### src/rtl/pwm_pkg.sv
// Shared defaults, state encodings and reset helpers for the triangular-carrier PWM block.
package pwm_pkg;

    localparam int DEF_CHANNELS   = 4;
    localparam int DEF_DUTY_WIDTH = 8;
    localparam int DEF_DT_WIDTH   = 4;

    // Carrier counting direction
    typedef enum logic {
        DIR_UP   = 1'b0,
        DIR_DOWN = 1'b1
    } carrier_dir_e;

    // Per-channel dead-time sequencer states
    typedef enum logic [1:0] {
        DT_OFF   = 2'd0,
        DT_DEAD  = 2'd1,
        DT_DRIVE = 2'd2
    } dt_state_e;

    // Out of reset the active carrier peak is the largest value the counter can hold
    function automatic logic [63:0] period_reset_value(input int unsigned width);
        return ~(64'hFFFF_FFFF_FFFF_FFFF << width);
    endfunction

    localparam logic [DEF_DUTY_WIDTH-1:0] DEF_PERIOD_RESET =
        DEF_DUTY_WIDTH'(period_reset_value(DEF_DUTY_WIDTH));

endpackage

### src/rtl/pwm_deadtime.sv
// One PWM channel: turns a raw compare level into complementary hi/lo drives,
// inserting a dead-time gap (both low) before every change of driven state.
module pwm_deadtime
    import pwm_pkg::*;
#(
    parameter int DT_WIDTH = DEF_DT_WIDTH
) (
    input  logic                clk,
    input  logic                rst_n,
    input  logic                enable,
    input  logic                raw,
    input  logic [DT_WIDTH-1:0] deadtime,
    output logic                pwm_hi,
    output logic                pwm_lo
);

    localparam logic [DT_WIDTH-1:0] DT_ONE = DT_WIDTH'(1);

    dt_state_e           state, state_nxt;
    logic                level, level_nxt;
    logic [DT_WIDTH-1:0] dt_cnt, dt_cnt_nxt;
    logic                hi_nxt, lo_nxt;

    // State, remembered target level, remaining dead cycles and both drive outputs
    always_ff @(posedge clk or negedge rst_n) begin
        if (!rst_n) begin
            state  <= DT_OFF;
            level  <= 1'b0;
            dt_cnt <= '0;
            pwm_hi <= 1'b0;
            pwm_lo <= 1'b0;
        end else begin
            state  <= state_nxt;
            level  <= level_nxt;
            dt_cnt <= dt_cnt_nxt;
            pwm_hi <= hi_nxt;
            pwm_lo <= lo_nxt;
        end
    end

    // Leaving OFF is treated like a level change, so the first drive after enable
    // (or reset) also waits out the dead time; a new change restarts the gap
    always_comb begin
        state_nxt  = state;
        level_nxt  = level;
        dt_cnt_nxt = dt_cnt;
        hi_nxt     = 1'b0;
        lo_nxt     = 1'b0;
        if (!enable) begin
            state_nxt  = DT_OFF;
            dt_cnt_nxt = '0;
        end else if ((state == DT_OFF) || (raw != level)) begin
            level_nxt = raw;
            if (deadtime == '0) begin
                state_nxt  = DT_DRIVE;
                dt_cnt_nxt = '0;
                hi_nxt     = raw;
                lo_nxt     = ~raw;
            end else begin
                state_nxt  = DT_DEAD;
                dt_cnt_nxt = deadtime;
            end
        end else begin
            unique case (state)
                DT_DEAD: begin
                    if (dt_cnt > DT_ONE) begin
                        dt_cnt_nxt = dt_cnt - DT_ONE;
                    end else begin
                        state_nxt  = DT_DRIVE;
                        dt_cnt_nxt = '0;
                        hi_nxt     = level;
                        lo_nxt     = ~level;
                    end
                end
                DT_DRIVE: begin
                    hi_nxt = level;
                    lo_nxt = ~level;
                end
                default: begin
                    state_nxt  = DT_OFF;
                    dt_cnt_nxt = '0;
                end
            endcase
        end
    end

endmodule

### src/rtl/multi_triangular_pwm.sv
// Multi-channel PWM sharing one up/down triangular carrier, with shadowed
// period/duty/dead-time that only take effect at a carrier valley.
module multi_triangular_pwm
    import pwm_pkg::*;
#(
    parameter int CHANNELS   = DEF_CHANNELS,
    parameter int DUTY_WIDTH = DEF_DUTY_WIDTH,
    parameter int DT_WIDTH   = DEF_DT_WIDTH
) (
    input  logic                           clk,
    input  logic                           rst_n,
    input  logic                           enable,
    input  logic [DUTY_WIDTH-1:0]          period,
    input  logic [CHANNELS*DUTY_WIDTH-1:0] duty,
    input  logic [DT_WIDTH-1:0]            deadtime,
    input  logic                           update_req,
    output logic                           update_ack,
    output logic [CHANNELS-1:0]            pwm_hi,
    output logic [CHANNELS-1:0]            pwm_lo,
    output logic                           valley
);

    localparam logic [DUTY_WIDTH-1:0] PERIOD_RST =
        DUTY_WIDTH'(period_reset_value($unsigned(DUTY_WIDTH)));
    localparam logic [DUTY_WIDTH-1:0] CNT_ONE = DUTY_WIDTH'(1);

    logic [DUTY_WIDTH-1:0]          act_period, shd_period;
    logic [CHANNELS*DUTY_WIDTH-1:0] act_duty, shd_duty;
    logic [DT_WIDTH-1:0]            act_deadtime, shd_deadtime;
    logic                           pending;

    logic [DUTY_WIDTH-1:0] count, count_nxt;
    carrier_dir_e          dir, dir_nxt;
    logic                  apply_now;
    logic [DUTY_WIDTH-1:0] eff_period;
    logic [CHANNELS-1:0]   raw;

    // Shadow values are swapped in only at an enabled valley; the peak used for the
    // step out of that valley is already the new one
    assign apply_now  = enable && (count == '0) && pending;
    assign eff_period = apply_now ? shd_period : act_period;

    // Shadow capture and valley-synchronous promotion to the active set; a request on
    // the promoting cycle refills the shadow and stays pending for the next valley
    always_ff @(posedge clk or negedge rst_n) begin
        if (!rst_n) begin
            act_period   <= PERIOD_RST;
            act_duty     <= '0;
            act_deadtime <= '0;
            shd_period   <= PERIOD_RST;
            shd_duty     <= '0;
            shd_deadtime <= '0;
            pending      <= 1'b0;
        end else begin
            if (apply_now) begin
                act_period   <= shd_period;
                act_duty     <= shd_duty;
                act_deadtime <= shd_deadtime;
            end
            if (update_req) begin
                shd_period   <= period;
                shd_duty     <= duty;
                shd_deadtime <= deadtime;
                pending      <= 1'b1;
            end else if (apply_now) begin
                pending      <= 1'b0;
            end
        end
    end

    // Carrier next state: 0,1..P,P-1..1,0,...; a zero peak parks the count at 0
    always_comb begin
        count_nxt = count;
        dir_nxt   = dir;
        if (!enable || (eff_period == '0)) begin
            count_nxt = '0;
            dir_nxt   = DIR_UP;
        end else begin
            unique case (dir)
                DIR_UP: begin
                    if (count >= eff_period) begin
                        count_nxt = count - CNT_ONE;
                        dir_nxt   = (count == CNT_ONE) ? DIR_UP : DIR_DOWN;
                    end else begin
                        count_nxt = count + CNT_ONE;
                    end
                end
                DIR_DOWN: begin
                    count_nxt = (count == '0) ? CNT_ONE : count - CNT_ONE;
                    dir_nxt   = (count <= CNT_ONE) ? DIR_UP : DIR_DOWN;
                end
                default: begin
                    count_nxt = '0;
                    dir_nxt   = DIR_UP;
                end
            endcase
        end
    end

    // Carrier register plus registered valley (aligned with count==0) and ack (one cycle later)
    always_ff @(posedge clk or negedge rst_n) begin
        if (!rst_n) begin
            count      <= '0;
            dir        <= DIR_UP;
            valley     <= 1'b0;
            update_ack <= 1'b0;
        end else begin
            count      <= count_nxt;
            dir        <= dir_nxt;
            valley     <= enable && (count_nxt == '0);
            update_ack <= apply_now;
        end
    end

    // Per-channel compare of the carrier against the active duty
    always_comb begin
        raw = '0;
        for (int i = 0; i < CHANNELS; i++) begin
            raw[i] = (count < act_duty[i*DUTY_WIDTH +: DUTY_WIDTH]);
        end
    end

    for (genvar g = 0; g < CHANNELS; g++) begin : g_chan
        pwm_deadtime #(
            .DT_WIDTH (DT_WIDTH)
        ) u_deadtime (
            .clk      (clk),
            .rst_n    (rst_n),
            .enable   (enable),
            .raw      (raw[g]),
            .deadtime (act_deadtime),
            .pwm_hi   (pwm_hi[g]),
            .pwm_lo   (pwm_lo[g])
        );
    end

endmodule
### config.mk
export PLATFORM = sky130hd
export DESIGN_NAME = multi_triangular_pwm
export DESIGN_NICKNAME = d
export VERILOG_FILES = /design/src/rtl/pwm_pkg.sv /design/src/rtl/pwm_deadtime.sv /design/src/rtl/multi_triangular_pwm.sv
export SDC_FILE = /design/constraint.sdc
export NUM_CORES = 1
export LEC_CHECK = 0
export ABC_AREA = 1
export CORE_MARGIN = 1.5
export CORE_UTILIZATION = 30
export DETAILED_ROUTE_END_ITERATION = 12
export HOLD_SLACK_MARGIN = 0.05
export PLACE_DENSITY = 0.57
export SLEW_MARGIN = 20
export SYNTH_ARGS = -nofsm -noshare
export SYNTH_HDL_FRONTEND = slang
export SYNTH_SLANG_ARGS = --single-unit
### constraint.sdc
create_clock -name clk -period 4.3 [get_ports clk]
set_input_delay 0.86 -clock clk [delete_from_list [all_inputs] [get_ports clk]]
set_output_delay 0.86 -clock clk [all_outputs]
set_load 0.05 [all_outputs]
==> summary.md <==
| Metric | Value |
|---|---|
| Arr. time, crit path | 3.71 ns |
| Status | finished clean |
| CP Capture Type | register |
| Via count | 5928 |
| RSZ-0062 raised after global routing | false |
| Post-synth EDFFs | 0 |
| Core Area | 0.0251 mm2 |
| Origin of the worst setup path | count[1] |
| Die Wd | 163 um |
| Register-to-Register Setup Slack | 0.90 ns |
| Cell accounting for the most synthesized area | dfrtp_1 |
| Clock Latency Late Sink | 0.42 ns |
| Pin count of the biggest net entering global routing | 94 |
| CTS tree | done |
| Worst-path clk slew | 0.06 ns |
| Post-Syn Area | 0.00764 mm2 |
| Total GRT Usage | 0.134 |
| Critical path's largest stage delay | 0.57 ns |
| Syn Nets | 1064 |
| Initial antenna violation count | 0 |
| Remaining DRCs | 0 |
| Worst Setup Start Kind | register |
| Site Rows | 58 |
| Synth-to-layout area growth | 18.5% |
| Final hold slack | 0.484 ns |
| Tcrit/Tclk final | 0.790 |
| Clock period minus worst slack | 3.40 ns |
| Dpl ws | 0.640 ns |
| Max clock buf depth | 2 |
| Total Wirelength | 16.4 mm |
| Top-Level Pins | 58 |
| Final Wtd Congestion | 0.842 |
| Leading cell type in the layout, fill and taps excluded | nand2_1 |
| Top cell type's share of synthesized area | 0.393 |
| P_leak | 0.00461 uW |
| Ys flop type | dfrtp_1 |
| Ranking of synthesized cells by area | dfrtp_1, nand2_1, ha_1, o21ai_0, inv_1 |
| DIE AREA | 0.0264 mm2 |
| Vias/cell | 4.40 |
| Layout cell share with drive strength beyond 1 | 0.0747 |
| Die H | 163 um |
| Setup CP Type | register to register |
| Max-slew violations | 0 |
| # setup viols final | 0 |
| CTS H-tree lvls | 4 |
| # Max-Cap Violations | 0 |
| VDD IR max | 0.310 mV |
| Cts hold-fix bufs | 0 |
| Syn Area/Cell | 7.99 um2 |
| Fmax | 0.294 GHz |
| Relative slew slack | 0.439 |
| Worst setup path endpoint | valley |
| Slew at the pin closest to its max-slew limit | 0.841 ns |
| Setup tns final | 0 ns |
| Async set-reset flop share out of synthesis | 1.00 |
| CTS buffer count | 17 |
| Ant diodes | 0 |
| Clk root buf | clkbuf_16 |
| Hold WC Path Type | register to register |
| P per Cell Area | 731 mW/mm2 |
| Initial Util | 0.304 |
| Cell variety after synth | 37 |
| Flop and latch count out of synthesis | 136 |
| Worst r2r src | count[1] |
| DRT iter0 DRCs | 257 |
| CP required | 4.61 ns |
| Setup Fix Bufs, Post-CTS | 0 |
| Port bufs | 57 |
| Antenna viol nets, final | 0 |
| R2R depth | 22 |
| First-pass GRT wire length | 28.1 mm |
| Final Skew | 0.0117 ns |
| Ys Warns | 0 |
| Setup ws final | 0.903 ns |
| Pre-Repair DR Iteration Count | 4 |
| Post-synthesis sequential area ratio | 0.448 |
| Synth Instances | 956 |
| Clock Sinks | 136 |
| Number of global-route vias before repair | 5907 |
| R2r endpoint | valley |
| CP max FO | 15 |
| # nets final | 1113 |
| CP Cell Sequence | inv_1, ha_1, nand2_4, nor2_8, nand3_4, nand2_1, nand2_2, ha_1, nand2_1, nand2_1, nand2_1, nand2_1, a21oi_1, nand2_1, inv_1, nor2_1, nor2_1, nand3_1, nand2_1, nor2_2, nand2_1, nor2_2 |
| Grt ovf | 0 |
| Cell mode on critical path | nand2_1 |
| WL per Instance | 12.1 um |
| Max stage delay cell, worst path | dfrtp_1 |
| Layout fillers | 2660 |
| Post-DP HPWL | 11.6 mm |
| Post-cts repair resize count | 0 |
| Hold Fails Final Rpt | 0 |
| Most frequent cells in the layout | nand2_1, inv_1, o21ai_0, dfrtp_1, ha_1 |
logic make-up after synthesis:
family,after synthesis,share of synthesized area
buffers and inverters,198,0.104
DFF,136,0.448
AOI/OAI and AO/OA,176,0.120
xor gates and xnor gates,17,0.0195
and+or+nand+nor,369,0.210
adders and majority gates,60,0.0982
metrics by stage:
stage | instance area, um2 | std cells | util | total power, uW
after global placement | 8500 | 1316 | 0.338 | 5210
after floorplan | 7640 | 956 | - | 4490
final | 9050 | 1348 | 0.360 | 6620
after CTS | 9050 | 1348 | 0.360 | 6700
after detailed placement | 8500 | 1316 | 0.338 | 5270
after global routing | 9050 | 1348 | 0.360 | 7320
per-layer routing:
metal	global-route usage	part of all wire	vias up	wire length [um]
li1	-	-	3123	-
met3	0.0283	0.034	12	557
met2	0.211	0.45	90	7420
met4	0.0413	0.010	0	166
met1	0.183	0.50	2703	8200
met5	0	0	-	0
cell type report:
class	count	area, um2	area share
Clock buffer	21	462	0.0510
Clock inverter	11	90.1	0.00995
Inverter	163	612	0.0676
Multi-Input combinational cell	622	3420	0.378
Sequential cell	136	3420	0.378
Tap cell	330	413	0.0456
Timing Repair Buffer	65	629	0.0695
synthesized netlist by cell type, types with 4 or more instances:
cell type,number
nand2_1,247
inv_1,161
o21ai_0,128
dfrtp_1,120
ha_1,60
nor2_1,44
a21oi_1,28
nand3_1,24
clkbuf_1,21
nand4_1,19
dfstp_2,16
xor2_1,15
nor3_1,12
buf_4,9
nand2_2,5
nor2_2,5
o21a_1,5
o21ai_1,4
registers in the layout, summed over array words and instances (netlist names):
name,count
act_duty,32
shd_duty,32
g_chan.u_deadtime.dt_cnt,16
act_period,8
count,8
g_chan.u_deadtime.state,8
shd_period,8
act_deadtime,4
g_chan.u_deadtime.level,4
g_chan.u_deadtime.pwm_hi,4
g_chan.u_deadtime.pwm_lo,4
shd_deadtime,4
dir,1
pending,1
update_ack,1
valley,1
how the worst min path moves through the flow:
stage                     depth (start not counted)      endpoint    startpoint
after floorplan                                   2  act_duty[10]  act_duty[10]
after global placement                            2   act_duty[3]   act_duty[3]
after detailed placement                          2  act_duty[23]  act_duty[23]
after CTS                                         2  act_duty[26]  act_duty[26]
after global routing                              2  act_duty[12]  act_duty[12]
final                                             2  act_duty[25]  act_duty[25]
where the power goes:
part           switching (uW)  internal [uW]
Combinational            2080           1140
Sequential                312           1710
Clock                     592            782
worst max-delay path, delay by kind of cell (launching register included):
family                   cells  cell delay, ns
AND/OR/NAND/NOR             17            1.61
buffers and inverters        2            0.38
adder cells (fa/ha/maj)      2            0.51
flip-flops                   1            0.57
AO/OA/AOI/OAI                1            0.20
Power figures use the tool's default switching activity.
